--- config.mk ---
export PLATFORM = sky130hd
export DESIGN_NAME = pixel_scheduler
export DESIGN_NICKNAME = d
export VERILOG_FILES = /design/src/rtl/pixel_scheduler.sv
export SDC_FILE = /design/constraint.sdc
export NUM_CORES = 1
export LEC_CHECK = 0
export BUFFER_PORTS_ARGS = -buffer_cell sky130_fd_sc_hd__buf_2
export CORE_MARGIN = 2
export CORE_UTILIZATION = 47
export CTS_BUF_LIST = sky130_fd_sc_hd__clkbuf_2
export DETAILED_ROUTE_END_ITERATION = 7
export PLACE_DENSITY = 0.8
export SYNTH_ARGS = -nofsm -noshare
export SYNTH_HDL_FRONTEND = slang
export SYNTH_SLANG_ARGS = --single-unit
export TNS_END_PERCENT = 1
--- constraint.sdc ---
create_clock -name clk -period 2.8 [get_ports clk]
set_input_delay 0.56 -clock clk [delete_from_list [all_inputs] [get_ports clk]]
set_output_delay 0.56 -clock clk [all_outputs]
set_load 0.005 [all_outputs]
--- src/rtl/pixel_scheduler.sv ---
// pixel_scheduler
//   Frame-level controller for a bank of mandelbrot_engine instances.
//   It raster-scans the screen and hands one coordinate at a time to idle
//   engines in round-robin order. A second, independent round-robin arbiter
//   collects finished results into a single valid/ready output register.
//   frame_done pulses once every pixel of the frame has been retired downstream.
//
// Optional feature macro: PIXEL_SCHEDULER_PERF_COUNTERS_EN
//   Defined   : frame_cycles counts the busy cycles of the current/last frame,
//               saturating at 32'hFFFF_FFFF.
//   Undefined : frame_cycles is tied to 0. The port list is the same in both builds.
//
// Ports
//   clk, reset        : single clock, synchronous active-high reset
//   start             : frame start pulse (ignored while busy)
//   busy, frame_done  : frame status (registered)
//   eng_ready         : per-engine "can accept a coordinate"
//   eng_load, x0, y0  : registered one-hot load strobe and shared coordinate bus
//   eng_done          : per-engine result valid (held until acknowledged)
//   eng_iterations,
//   eng_xpixel,
//   eng_ypixel        : packed per-engine results, engine i at [i*W +: W]
//   eng_ack           : combinational one-hot result acknowledge
//   out_valid/out_ready, out_x, out_y, out_iterations : downstream stream
//   frame_cycles      : performance counter
module pixel_scheduler #(
    parameter int NUM_ENGINES      = 4,
    parameter int PIXEL_DATA_WIDTH = 10,
    parameter int ITERATIONS_WIDTH = 9,
    parameter int SCREEN_WIDTH     = 640,
    parameter int SCREEN_HEIGHT    = 480
) (
    input  logic                                     clk,
    input  logic                                     reset,
    input  logic                                     start,
    output logic                                     busy,
    output logic                                     frame_done,
    input  logic [NUM_ENGINES-1:0]                   eng_ready,
    output logic [NUM_ENGINES-1:0]                   eng_load,
    output logic [PIXEL_DATA_WIDTH-1:0]              x0,
    output logic [PIXEL_DATA_WIDTH-1:0]              y0,
    input  logic [NUM_ENGINES-1:0]                   eng_done,
    input  logic [NUM_ENGINES*ITERATIONS_WIDTH-1:0]  eng_iterations,
    input  logic [NUM_ENGINES*PIXEL_DATA_WIDTH-1:0]  eng_xpixel,
    input  logic [NUM_ENGINES*PIXEL_DATA_WIDTH-1:0]  eng_ypixel,
    output logic [NUM_ENGINES-1:0]                   eng_ack,
    output logic                                     out_valid,
    input  logic                                     out_ready,
    output logic [PIXEL_DATA_WIDTH-1:0]              out_x,
    output logic [PIXEL_DATA_WIDTH-1:0]              out_y,
    output logic [ITERATIONS_WIDTH-1:0]              out_iterations,
    output logic [31:0]                              frame_cycles
);

    localparam int TOTAL = SCREEN_WIDTH * SCREEN_HEIGHT;
    localparam int CNT_W = $clog2(TOTAL + 1);
    localparam int PTR_W = $clog2(NUM_ENGINES);
    localparam int PW    = PIXEL_DATA_WIDTH;
    localparam int IW    = ITERATIONS_WIDTH;

    typedef enum logic [1:0] {S_IDLE, S_DISPATCH, S_DRAIN} state_t;

    // Round-robin pick: ptr is the highest-priority index, the search wraps.
    function automatic logic [PTR_W-1:0] rr_pick(input logic [NUM_ENGINES-1:0] req,
                                                 input logic [PTR_W-1:0]       ptr);
        logic [PTR_W-1:0] pick;
        int idx;
        pick = ptr;
        for (int k = NUM_ENGINES - 1; k >= 0; k--) begin
            idx = (int'(ptr) + k) % NUM_ENGINES;
            if (req[idx]) pick = PTR_W'(idx);
        end
        return pick;
    endfunction

    function automatic logic [PTR_W-1:0] rr_next(input logic [PTR_W-1:0] idx);
        return PTR_W'((int'(idx) + 1) % NUM_ENGINES);
    endfunction

    state_t                 state_q, state_d;
    logic                   busy_q, busy_d;
    logic                   frame_done_q, frame_done_d;
    logic [NUM_ENGINES-1:0] eng_load_q, eng_load_d;
    logic [PW-1:0]          x0_q, x0_d, y0_q, y0_d;
    logic [PW-1:0]          scan_x_q, scan_x_d, scan_y_q, scan_y_d;
    logic [PTR_W-1:0]       dptr_q, dptr_d, cptr_q, cptr_d;
    logic [CNT_W-1:0]       retire_q, retire_d;
    logic                   out_valid_q, out_valid_d;
    logic [PW-1:0]          out_x_q, out_x_d, out_y_q, out_y_d;
    logic [IW-1:0]          out_it_q, out_it_d;

    logic                   dispatching, disp_grant, last_pixel, capture;
    logic [NUM_ENGINES-1:0] elig;
    logic [PTR_W-1:0]       disp_idx, col_idx;
    logic [PW-1:0]          scan_x, scan_y;

    always_comb begin
        state_d      = state_q;
        busy_d       = busy_q;
        frame_done_d = 1'b0;
        eng_load_d   = '0;
        x0_d         = x0_q;
        y0_d         = y0_q;
        scan_x_d     = scan_x_q;
        scan_y_d     = scan_y_q;
        dptr_d       = dptr_q;
        cptr_d       = cptr_q;
        retire_d     = retire_q;
        out_valid_d  = out_valid_q;
        out_x_d      = out_x_q;
        out_y_d      = out_y_q;
        out_it_d     = out_it_q;
        eng_ack      = '0;

        // An accepted start dispatches pixel (0,0) in the same cycle so the
        // first load appears together with busy.
        dispatching = (state_q == S_DISPATCH) || (state_q == S_IDLE && start);
        scan_x      = (state_q == S_IDLE) ? '0 : scan_x_q;
        scan_y      = (state_q == S_IDLE) ? '0 : scan_y_q;
        // Engine ready lags its load by a cycle; mask engines loaded last cycle.
        elig        = eng_ready & ~eng_load_q;
        disp_grant  = dispatching && (elig != '0);
        disp_idx    = rr_pick(elig, dptr_q);
        last_pixel  = (scan_x == PW'(SCREEN_WIDTH - 1)) && (scan_y == PW'(SCREEN_HEIGHT - 1));

        if (dispatching) begin
            scan_x_d = scan_x;
            scan_y_d = scan_y;
        end
        if (disp_grant) begin
            eng_load_d[disp_idx] = 1'b1;
            x0_d   = scan_x;
            y0_d   = scan_y;
            dptr_d = rr_next(disp_idx);
            if (scan_x == PW'(SCREEN_WIDTH - 1)) begin
                scan_x_d = '0;
                scan_y_d = scan_y + PW'(1);
            end else begin
                scan_x_d = scan_x + PW'(1);
            end
        end

        if (state_q != S_IDLE && out_valid_q && out_ready)
            retire_d = retire_q + CNT_W'(1);

        case (state_q)
            S_IDLE: begin
                if (start) begin
                    retire_d = '0;
                    state_d  = (disp_grant && last_pixel) ? S_DRAIN : S_DISPATCH;
                end
            end
            S_DISPATCH: begin
                if (disp_grant && last_pixel) state_d = S_DRAIN;
            end
            S_DRAIN: begin
                if (out_valid_q && out_ready && retire_q == CNT_W'(TOTAL - 1)) begin
                    state_d      = S_IDLE;
                    frame_done_d = 1'b1;
                end
            end
            default: state_d = S_IDLE;
        endcase
        busy_d = (state_d != S_IDLE);

        // Collect: capture when the output register is empty or draining now.
        col_idx = rr_pick(eng_done, cptr_q);
        capture = (!out_valid_q || out_ready) && (eng_done != '0);
        if (capture) begin
            eng_ack[col_idx] = 1'b1;
            cptr_d      = rr_next(col_idx);
            out_valid_d = 1'b1;
            out_x_d     = eng_xpixel[int'(col_idx)*PW +: PW];
            out_y_d     = eng_ypixel[int'(col_idx)*PW +: PW];
            out_it_d    = eng_iterations[int'(col_idx)*IW +: IW];
        end else if (out_ready) begin
            out_valid_d = 1'b0;
        end
    end

    always_ff @(posedge clk) begin
        if (reset) begin
            state_q      <= S_IDLE;
            busy_q       <= 1'b0;
            frame_done_q <= 1'b0;
            eng_load_q   <= '0;
            x0_q         <= '0;
            y0_q         <= '0;
            scan_x_q     <= '0;
            scan_y_q     <= '0;
            dptr_q       <= '0;
            cptr_q       <= '0;
            retire_q     <= '0;
            out_valid_q  <= 1'b0;
            out_x_q      <= '0;
            out_y_q      <= '0;
            out_it_q     <= '0;
        end else begin
            state_q      <= state_d;
            busy_q       <= busy_d;
            frame_done_q <= frame_done_d;
            eng_load_q   <= eng_load_d;
            x0_q         <= x0_d;
            y0_q         <= y0_d;
            scan_x_q     <= scan_x_d;
            scan_y_q     <= scan_y_d;
            dptr_q       <= dptr_d;
            cptr_q       <= cptr_d;
            retire_q     <= retire_d;
            out_valid_q  <= out_valid_d;
            out_x_q      <= out_x_d;
            out_y_q      <= out_y_d;
            out_it_q     <= out_it_d;
        end
    end

`ifdef PIXEL_SCHEDULER_PERF_COUNTERS_EN
    logic [31:0] frame_cycles_q, frame_cycles_d;

    // Counts busy cycles; stops by itself when busy falls with frame_done.
    always_comb begin
        frame_cycles_d = frame_cycles_q;
        if (state_q == S_IDLE && start)
            frame_cycles_d = '0;
        else if (busy_q && frame_cycles_q != 32'hFFFF_FFFF)
            frame_cycles_d = frame_cycles_q + 32'd1;
    end

    always_ff @(posedge clk) begin
        if (reset) frame_cycles_q <= '0;
        else       frame_cycles_q <= frame_cycles_d;
    end

    assign frame_cycles = frame_cycles_q;
`else
    assign frame_cycles = '0;
`endif

    assign busy           = busy_q;
    assign frame_done     = frame_done_q;
    assign eng_load       = eng_load_q;
    assign x0             = x0_q;
    assign y0             = y0_q;
    assign out_valid      = out_valid_q;
    assign out_x          = out_x_q;
    assign out_y          = out_y_q;
    assign out_iterations = out_it_q;

endmodule

==> metrics <==
status finished clean; FF-to-FF setup slack 0.37 ns; initial antenna violation count 0; unique cell type count in the Yosys netlist 66; full die area 13700 um^2; most repeated cell in the gate-level netlist after synthesis dfxtp_1; Worst Reg-to-Reg Cells 8; Most used DFF post-synth dfxtp_1; max-cap violations 0; number of antenna-violating nets in the routed design 0; worst hold-check slack 0.311 ns; final number of hold-violating endpoints 0; DP HPWL 13.2 mm; GR Layer Usage met2 42.6%; pin count of the biggest net entering global routing 59; remaining max-slew budget at the tightest pin 57.2%; worst clock skew 0.0218 ns; number of vias in the routed layout 6351; count of input and output buffers 187; Chip Height 117 um; setup violation total in the final timing report 0; arrival time at the worst endpoint 2.17 ns; crit start category flop; classification of the worst setup path flop to output port; clk buf depth 2; RePlAce Congestion 0.872; unrepaired setup endpoints after global routing true; slew at the pin closest to its max-slew limit 0.643 ns; layout overhead on the synthesized area 20.4%; clk sink count 101; netlist area before placement 6030 um^2; final net count 1052; required time reported for the critical path endpoint 2.24 ns; mean post-synth cell area 8.04 um^2; detailed-router iteration count before antenna repair 5; met1 track demand over resource 30.9%; worst hold path cell count 4; total core area 12600 um^2; synthesized instance count 750; hold-fix buffer count after cts 0; Worst IR Drop VDD 0.308 mV; clock root buffer clkbuf_2; vias in the first global route 5517; Global Route Usage Sum 24.8%; EDFF count, synth 0; CTS clk-pin slew, worst paths 0.27 ns; Ant. Diodes 0; top cell type's share of synthesized area 33.5%; capture point of the worst reg-to-reg path scan_y_q[7]; Min-Delay Path Class input port to flop; starting density of the core 48.0%; Overall Power 3.42 mW; layer with the highest usage met2; Synthesis Warnings 0; clock tree from TritonCTS built; final critical-path required period 2.73 ns; largest fanout of any net on the critical path 4; CTS H-tree depth 3; leading cell types by count after synthesis dfxtp_1, a21oi_1, nand4_1; number of I/O pins 220; startpoint of the worst register-to-register path state_q[1]; period utilisation layout 97.4%; endpoint with the worst hold slack out_y[1]; async set-or-reset flop fraction in the synthesized netlist 0%; fraction of final layout cells sized beyond drive strength 1 29.6%; Max Transition Viols Final 0; timing-limited maximum frequency 367 MHz; dominant cell type by area after synthesis dfxtp_1; met3 track utilization from global routing 3.76%; TritonCTS Buffers 9; top post-synthesis cells by area dfxtp_1, a21oi_1, nand4_1, o31ai_1, buf_4; number of filler cells placed in the layout 1180; min-delay src eng_ypixel[1]; element type at the critical path end output port; Power Density 471 nW/um^2; Die X-Extent 117 um; global-route congestion overflow total 0; sequential-to-total area share from yosys stat 33.5%; number of rows created at floorplan 41; violation count after the first detailed-routing iteration 615; wire length of the first global-routing pass 27.1 mm; post-DR wirelength/cell 16.6 um; total routed wirelength 18.1 mm; reported leakage power 3.26 nW; DRC viols 0; post-detailed-route via-to-cell ratio 5.83; clock latency of the later-clocked register in the worst-skew pair 0.62 ns; register bit total from synthesis 101
-- layout make-up --
type / count / area [um^2] / area share, %
clock buffers: 9 / 45.0 / 0.621
clock inverters: 7 / 76.3 / 1.05
inverters: 6 / 22.5 / 0.310
multi-input cells: 574 / 3640 / 50.1
flip-flops and latches: 101 / 2030 / 28.0
well taps: 172 / 215 / 2.97
repair buffers: 221 / 1230 / 17.0
-- kinds of logic (layout without fill, tap and decap cells) --
kind of cell / count (synthesis) / in the layout / share of synthesized area [%]
adders and majority gates: 11 / 11 / 2.28
buffers and inverters: 106 / 243 / 9.42
xor gates and xnor gates: 20 / 20 / 2.91
AOI/OAI and AO/OA: 235 / 235 / 26.7
other: 1 / 32 / 0.0622
and+or+nand+nor: 275 / 275 / 24.9
DFF: 101 / 101 / 33.5
muxes: 1 / 1 / 0.166
-- power by group --
part           internal [mW]  switching [mW]  leakage (nW)
sequential              1.54          0.0649         0.823
clock                  0.209           0.520        0.0681
combinational          0.444           0.638          2.37
total                   2.20            1.22          3.26
-- sequential cells by signal, summed over array words and instances (netlist names), 2 cells and up --
name	count
dptr_q	2
out_iterations	9
x0	10
eng_load	4
y0	10
cptr_q	2
out_y	10
scan_x_q	10
scan_y_q	10
state_q	2
out_x	10
retire_q	19
-- metal layers --
layer	vias up	routed length [um]
li1	3073	-
met1	2929	7470
met2	310	8850
met3	39	1230
met4	0	533
met5	-	0
-- how the worst max path moves through the flow --
stage	start	end	slack, ns
final	cptr_q[1]	eng_ack[3]	0.07
after global routing	cptr_q[1]	eng_ack[1]	-0.03
after CTS	cptr_q[1]	eng_ack[3]	0.00003
after detailed placement	eng_done[1]	eng_ack[1]	0.13
after global placement	eng_done[1]	eng_ack[1]	0.17
after floorplan	state_q[0]	state_q[1]	0.18
-- cell usage in the layout, fill, tap and decap left out, drive strengths merged, types with 6 or more instances in the layout --
| cell type | synthesis | routed |
|---|---|---|
| nand3 | 32 | 32 |
| nor3 | 12 | 12 |
| o31ai | 58 | 58 |
| ha | 11 | 11 |
| conb | 1 | 32 |
| xnor2 | 9 | 9 |
| and3 | 7 | 7 |
| o21ai | 11 | 11 |
| inv | 6 | 6 |
| nand2 | 48 | 48 |
| and2 | 13 | 13 |
| a211o | 29 | 29 |
| a21oi | 94 | 94 |
| nand4 | 72 | 72 |
| nor2 | 50 | 50 |
| nand2b | 10 | 10 |
| dfxtp | 101 | 101 |
| nor2b | 7 | 7 |
| buf | 56 | 221 |
| clkbuf | 44 | 9 |
| xor2 | 11 | 11 |
-- stage by stage --
stage / worst slack (ns) / area [um^2] / setup TNS [ns] / std cells / utilization, %
2_1_floorplan: 0.176 / 6140 / 0 / 781 / -
3_3_place_gp: 0.174 / 7060 / 0 / 1071 / 56.2
3_5_place_dp: 0.128 / 7060 / 0 / 1071 / 56.2
4_1_cts: 0.0000258 / 7230 / 0 / 1089 / 57.6
5_1_grt: -0.0340 / 7260 / -0.121 / 1090 / 57.8
6_report: 0.0737 / 7260 / 0 / 1090 / 57.8
-- worst max-delay path, cell delays in order, from the launching register on --
cell,delay (ns)
dfxtp_4,0.43
buf_6,0.13
a2111oi_4,0.47
nor2_4,0.09
ha_2,0.19
and2_4,0.13
buf_2,0.12
-- timing repair --
item / 4_1_cts / 5_1_grt
resized for setup: 9 / 6
setup endpoints to repair: 4 / 4
setup buffers: 2 / 1
endpoints found under the hold margin: 0 / 0
pin swaps: 0 / 3
Power figures use the tool's default switching activity.
